===== src/rtl/rv64g_instr_window_launcher.sv =====
// rv64g_instr_window_launcher
//   Issue window between the decoder and the execution units. It holds up to
//   DEPTH decoded instructions in age order, with slot 0 the oldest. Each cycle
//   it offers the oldest entry whose registers are neither locked by in-flight
//   work nor shared with any older buffered entry. A younger independent
//   instruction can therefore overtake a stalled older one, while RAW, WAR and
//   WAW ordering between buffered entries is preserved.
//
//   Optional feature: define RV64G_LAUNCHER_PERF_EN to add stall_cnt_o.
//
// Ports
//   clk_i, rst_ni         clock, synchronous active-low reset
//   clear_i               synchronous flush of every buffered entry
//   instr_in_*_i/_o       push side: payload, register mask, valid/ready
//   locks_i               registers currently held by in-flight instructions
//   instr_out_*_o/_i      launch side: payload, register mask, valid/ready
//   stall_cnt_o           (macro only) cycles with work buffered but no launch
//
// Handshakes: a transfer happens on a rising edge where valid && ready.
// instr_in_ready_o depends on registered state and clear_i only. The launch
// valid is combinational from the slots and locks_i, so it may drop or move to
// another slot when locks_i changes before it is accepted.

package rv64g_pkg;
  localparam int NUM_REGS        = 64;  // 32 integer + 32 floating point
  localparam int NUM_OUTSTANDING = 4;

  typedef struct packed {
    logic [6:0]  opcode;
    logic [4:0]  rd;
    logic [4:0]  rs1;
    logic [4:0]  rs2;
    logic [31:0] imm;
  } decoded_instr_t;
endpackage

module rv64g_instr_window_launcher #(
  parameter int DW    = $bits(rv64g_pkg::decoded_instr_t),
  parameter int NR    = rv64g_pkg::NUM_REGS,
  parameter int DEPTH = rv64g_pkg::NUM_OUTSTANDING
) (
  input  logic          clk_i,
  input  logic          rst_ni,
  input  logic          clear_i,
  input  logic [DW-1:0] instr_in_i,
  input  logic [NR-1:0] instr_in_regs_i,
  input  logic          instr_in_valid_i,
  output logic          instr_in_ready_o,
  input  logic [NR-1:0] locks_i,
  output logic [DW-1:0] instr_out_o,
  output logic [NR-1:0] instr_out_regs_o,
  output logic          instr_out_valid_o,
  input  logic          instr_out_ready_i
`ifdef RV64G_LAUNCHER_PERF_EN
  ,
  output logic [31:0]   stall_cnt_o
`endif
);

  localparam int IW = $clog2(DEPTH);
  localparam int CW = $clog2(DEPTH + 1);
  localparam logic [CW-1:0] FULL = CW'(DEPTH);

  logic [DW-1:0]    data_q [DEPTH];
  logic [DW-1:0]    data_d [DEPTH];
  logic [NR-1:0]    regs_q [DEPTH];
  logic [NR-1:0]    regs_d [DEPTH];
  logic [DEPTH-1:0] vld_q, vld_d;
  logic [CW-1:0]    cnt_q, cnt_d;

  logic [DEPTH-1:0] elig;
  logic [NR-1:0]    older_regs;
  logic             any_elig;
  logic [IW-1:0]    sel_idx;
  logic [CW-1:0]    wr_idx;
  logic             launch_fire;
  logic             push_fire;

  // Selection: walk from oldest to youngest, accumulating the registers used
  // by every valid older slot. The first slot clear of both locks and older
  // usage wins.
  always_comb begin
    older_regs = '0;
    any_elig   = 1'b0;
    sel_idx    = '0;
    elig       = '0;
    for (int i = 0; i < DEPTH; i++) begin
      elig[i] = vld_q[i] && ((regs_q[i] & locks_i) == '0)
                         && ((regs_q[i] & older_regs) == '0);
      if (vld_q[i]) older_regs = older_regs | regs_q[i];
      if (elig[i] && !any_elig) begin
        any_elig = 1'b1;
        sel_idx  = IW'(i);
      end
    end
  end

  // With nothing eligible sel_idx stays 0, so the outputs show slot 0.
  assign instr_out_o       = data_q[sel_idx];
  assign instr_out_regs_o  = regs_q[sel_idx];
  assign instr_out_valid_o = any_elig && !clear_i;
  assign instr_in_ready_o  = (cnt_q < FULL) && !clear_i;

  assign launch_fire = instr_out_valid_o && instr_out_ready_i;
  assign push_fire   = instr_in_valid_i && instr_in_ready_o;

  // Next state: close the gap left by the launched slot, then append the new
  // entry at the tail of the compacted window.
  always_comb begin
    data_d = data_q;
    regs_d = regs_q;
    vld_d  = vld_q;
    cnt_d  = cnt_q;
    wr_idx = launch_fire ? (cnt_q - CW'(1)) : cnt_q;
    if (clear_i) begin
      vld_d = '0;
      cnt_d = '0;
    end else begin
      if (launch_fire) begin
        for (int i = 0; i < DEPTH - 1; i++) begin
          if (IW'(i) >= sel_idx) begin
            data_d[i] = data_q[i+1];
            regs_d[i] = regs_q[i+1];
            vld_d[i]  = vld_q[i+1];
          end
        end
        vld_d[DEPTH-1] = 1'b0;
      end
      if (push_fire) begin
        for (int i = 0; i < DEPTH; i++) begin
          if (CW'(i) == wr_idx) begin
            data_d[i] = instr_in_i;
            regs_d[i] = instr_in_regs_i;
            vld_d[i]  = 1'b1;
          end
        end
      end
      cnt_d = cnt_q + CW'(push_fire) - CW'(launch_fire);
    end
  end

  always_ff @(posedge clk_i) begin
    if (!rst_ni) begin
      vld_q <= '0;
      cnt_q <= '0;
    end else begin
      vld_q <= vld_d;
      cnt_q <= cnt_d;
    end
  end

  // Payload storage carries no reset; vld_q alone qualifies it.
  always_ff @(posedge clk_i) begin
    data_q <= data_d;
    regs_q <= regs_d;
  end

`ifdef RV64G_LAUNCHER_PERF_EN
  logic [31:0] stall_q;

  // A flush cycle is not a stall, so clear_i holds the count.
  always_ff @(posedge clk_i) begin
    if (!rst_ni) begin
      stall_q <= '0;
    end else if ((cnt_q != '0) && !launch_fire && !clear_i) begin
      stall_q <= stall_q + 32'd1;
    end
  end

  assign stall_cnt_o = stall_q;
`endif

endmodule

===== config.mk =====
export PLATFORM = sky130hd
export DESIGN_NAME = rv64g_instr_window_launcher
export DESIGN_NICKNAME = d
export VERILOG_FILES = /design/src/rtl/rv64g_instr_window_launcher.sv
export SDC_FILE = /design/constraint.sdc
export NUM_CORES = 2
export LEC_CHECK = 0
export CAP_MARGIN = 20
export CORE_MARGIN = 5
export CORE_UTILIZATION = 49
export CTS_BUF_LIST = sky130_fd_sc_hd__clkbuf_4 sky130_fd_sc_hd__clkbuf_8 sky130_fd_sc_hd__clkbuf_16
export CTS_CLUSTER_SIZE = 28
export DETAILED_ROUTE_END_ITERATION = 6
export GPL_ROUTABILITY_DRIVEN = 1
export HOLD_SLACK_MARGIN = 0.1
export PLACE_DENSITY_LB_ADDON = 0.3
export SLEW_MARGIN = 20
export SYNTH_ARGS = -nofsm -noshare
export SYNTH_HDL_FRONTEND = slang
export SYNTH_SLANG_ARGS = --single-unit

===== constraint.sdc =====
create_clock -name clk_i -period 19.8 [get_ports clk_i]
set_input_delay 2.97 -clock clk_i [delete_from_list [all_inputs] [get_ports clk_i]]
set_output_delay 2.97 -clock clk_i [all_outputs]
set_load 0.05 [all_outputs]

==> results list <==
- The synthesized design contains 479 register bits.
- Between clock sinks in the finished design, the worst skew comes to 0.0301 ns.
* Highest achievable clock rate: 0.0824 GHz
- The startpoint identified for the worst hold timing path is cnt_q[2].
- Max-cap violations in this run came to 0.
* Maximum vdd drop: 0.0757 mV
- Tracing the worst setup path back leads to its startpoint at locks_i[60].
- Die boundary width: 267 µm
* HPWL reported at the end of detailed placement: 122,000 µm
* LEAKAGE: 0.0138 µW
- At the end of routability-driven placement, the weighted congestion stood at 1.13.
- The initial antenna violation count is 11.
- After global routing the overflow that remains totals 0.
- The first detailed-routing pass ran for 6 iterations.
- Wire length per cell: 45.3 µm
* Largest stage delay on the critical path: 0.93 ns
- The sequential cells in the finished layout cover a total of 0.0143 mm².
- Routed vias: 28,924
- Clock-pin slew reported for the worst setup and hold paths after clock tree synthesis: 0.06 ns
- The most numerous cell type found on the critical path is sky130_fd_sc_hd__clkdlybuf4s50_1.
- For this design, the slowest cell found on the critical path is sky130_fd_sc_hd__or4_4.
* Hold depth: 2
- CP Max Fanout: 74
- Number of sinks driven by the clock tree: 479
* Count of warnings emitted by yosys: 0
- Setup repair after global routing left no endpoint under its margin.
- Via-to-Cell Ratio: 7.65
* Die Y-Extent: 267 µm
- Number of design-rule violations left by the first detailed-router iteration: 5,334
- The top cell type by area accounts for 43.8% of the synthesized area.
- Cell taking the most area after synthesis: sky130_fd_sc_hd__edfxtp_1
- Final Hold Vio Count: 0
- The routed design could run at a clock period as short as 12.14 ns.
* Kind of critical path: in -> out
- Setup total negative slack on the finished layout was measured at 0 ns.
* Count of instances resized after the clock tree is built: 0
- Yosys mapped a number of flops with a built-in enable equal to 472.
- Across every metal layer, demand over resource in global routing totals 46.0%.
- Post-route fraction of the period consumed by the critical path: 61.3%
- IO Pins: 307
- Counting the fill cells in the layout gives 5,022.
- The detail route stage leaves a number of antenna-violating nets equal to 0.
- Drt drc: 0
- Max_slew headroom: 10.8%
- Outcome: complete, no violations
- Post-synthesis area per instance: 12.4 µm²
- Synthesized netlist cell count: 2,620
* Number of global-route vias before repair: 28,534
- The startpoint identified for the worst register-to-register timing path is vld_q[1].
- Summed instance area of the synthesized netlist: 0.0324 mm²
- Among all flip-flop cells after synthesis, the most frequent one is sky130_fd_sc_hd__edfxtp_1.
- sky130_fd_sc_hd__edfxtp_1 is the most common cell in the netlist.
* Cells traversed along the worst timing path: clkdlybuf4s50_1 > nand2_1 > nand4_1 > or4_1 > or4_4 > and2_1 > a21boi_4 > buf_4 > o22ai_1 > a21oi_1 > clkdlybuf4s50_1
* Buffers added on ports: 306
- Yosys mapped the design onto 58 distinct sky130hd cell types.
- Maximum number of pins on one net before global-route repair: 124
* Number of failing setup endpoints in the final timing report: 0
* Crit end category: output pin
* Starting Density: 49.3%
- The worst setup path is launched from an input port.
* Worst Path Buf+Inv: 3
* Register area share after synthesis: 44.2%
- Critical path data required time: 16.83 ns
* Core Region: 0.0656 mm²
- After clock tree synthesis, the setup repair step added 0 buffers.
- In this run the power density over the cells is 74.1 mW/mm².
* Cell Rows: 94
- Data arrives at the worst endpoint at 9.17 ns.
- The worst hold path belongs to the class reg -> reg.
- The longest clock path from root to sink contains 3 buffers.
- The later pin in the worst-skew pair is clocked with a latency of 0.64 ns.
- The area growth from synthesis to layout is 15.8%.
* Fin nets: 3,058
- Area of the die: 0.0713 mm²
- The multi-input combinational cells in the finished layout cover a total of 0.0167 mm².
- Max-slew violation total from the final report: 0
- After clock tree synthesis, the flow added hold-fix buffers numbering 0.
* TritonCTS clock tree: yes
- The number of cells on the worst reg-to-reg path is 11.
* Pre-CTS setup slack: 7.96 ns
* Main area contributors after synthesis: sky130_fd_sc_hd__edfxtp_1, sky130_fd_sc_hd__mux2_4, sky130_fd_sc_hd__mux2_2
* Buffer cell driving the clock tree root: sky130_fd_sc_hd__clkbuf_16
- The first global-routing pass estimated 232,000 µm of wire.
* Worst path depth: 11
- CTS built an H-tree with a depth of 2.
- FFs w/ async S/R, synth: 0%
- WL final: 171,000 µm
- Ranking of synthesized cells by instance count: sky130_fd_sc_hd__edfxtp_1, sky130_fd_sc_hd__mux2_2, sky130_fd_sc_hd__mux2_4, sky130_fd_sc_hd__nand2_1, sky130_fd_sc_hd__o21ai_0
* Share of cells above drive strength 1: 27.9%
* Net count after synthesis: 2,811
- Slew at the pin with the worst max-slew slack: 1.33 ns
- Counting the buffers created by CTS gives 53.
* Top delay family on crit path: simple AND/OR/NAND/NOR gates
- Worst Setup Slack, final: 7.66 ns
==> metal layers <==
layer	GRT usage (%)	share of wire, %
met1	59.3	36
met2	69.4	43
met3	14.0	13
met4	25.8	7.6
met5	0	0.017
==> layout by cell type (no fill, tap or decap), types with 12 or more instances in the layout <==
cell	n
sky130_fd_sc_hd__clkbuf_16	53
sky130_fd_sc_hd__nor4_1	21
sky130_fd_sc_hd__o21ai_0	123
sky130_fd_sc_hd__buf_4	63
sky130_fd_sc_hd__nand4_1	105
sky130_fd_sc_hd__mux2_2	343
sky130_fd_sc_hd__edfxtp_1	472
sky130_fd_sc_hd__clkdlybuf4s50_1	306
sky130_fd_sc_hd__clkinv_1	12
sky130_fd_sc_hd__mux2_1	65
sky130_fd_sc_hd__clkbuf_4	12
sky130_fd_sc_hd__a222oi_1	15
sky130_fd_sc_hd__a221oi_1	21
sky130_fd_sc_hd__and2_1	37
sky130_fd_sc_hd__a22oi_1	98
sky130_fd_sc_hd__or3_1	110
sky130_fd_sc_hd__nand3_1	20
sky130_fd_sc_hd__o21a_1	30
sky130_fd_sc_hd__nor3_1	25
sky130_fd_sc_hd__a22o_1	85
sky130_fd_sc_hd__a21oi_1	116
sky130_fd_sc_hd__inv_1	17
sky130_fd_sc_hd__nand2_1	179
sky130_fd_sc_hd__mux2_4	300
sky130_fd_sc_hd__nor2_1	39
sky130_fd_sc_hd__o22ai_1	122
==> logic make-up after synthesis <==
logic type	synth area share, %
buffers and inverters	4.40
DFF	44.2
and+or+nand+nor	9.44
xor gates and xnor gates	0.0541
AOI/OAI and AO/OA	13.3
muxes	28.4
adders and majority gates	0.178
==> sequential cells by signal, indices dropped and copies added (netlist names) <==
register	flops
regs_q	256
data_q	216
vld_q	4
cnt_q	3
==> path summary, 6_finish.rpt <==
path | endpoint | slack, ns
worst min-delay path | cnt_q[2] | 0.68
worst max-delay path | instr_out_regs_o[25] | 7.66
worst min register to register | cnt_q[2] | 0.68
worst max register to register | regs_q[102] | 12.68
==> per-stage QoR <==
stage          hold WS [ns]  util, %  std cells  instance area, µm²  power (µW)
2_1_floorplan         0.485        -       2620               32400        1520
3_3_place_gp          0.520     54.5       3676               35700        1740
3_5_place_dp          0.550     54.5       3676               35700        1750
4_1_cts               0.656     57.1       3775               37500        2750
5_1_grt               0.673     57.1       3775               37500        2820
6_report              0.685     57.1       3779               37500        2780
==> layout make-up <==
class | instances | area share, %
tap | 864 | 2.88
inverter | 18 | 0.200
antenna | 4 | 0.0267
timing repair buffer | 371 | 9.51
sequential | 479 | 38.2
clock inverter | 34 | 0.861
clock buffer | 65 | 3.78
multi-input combinational | 1944 | 44.6
==> worst reg2reg max path, stage by stage (launching register included) <==
cell and delay (ns):
sky130_fd_sc_hd__dfxtp_2 0.82, sky130_fd_sc_hd__buf_4 0.49, sky130_fd_sc_hd__a21boi_0 0.75, sky130_fd_sc_hd__and3_1 0.35, sky130_fd_sc_hd__nand4_1 0.22, sky130_fd_sc_hd__or4_4 0.88, sky130_fd_sc_hd__and2_1 0.42, sky130_fd_sc_hd__a21oi_4 0.37
sky130_fd_sc_hd__buf_4 0.86, sky130_fd_sc_hd__buf_4 0.96, sky130_fd_sc_hd__mux2_1 0.52, sky130_fd_sc_hd__mux2_4 0.27
==> where the power goes <==
part / internal (µW) / total (µW) / switching [µW]
Clock: 566 / 1020 / 450
Sequential: 1180 / 1280 / 99.1
Combinational: 209 / 486 / 277
Note: power is estimated with default switching activity, not from simulation.
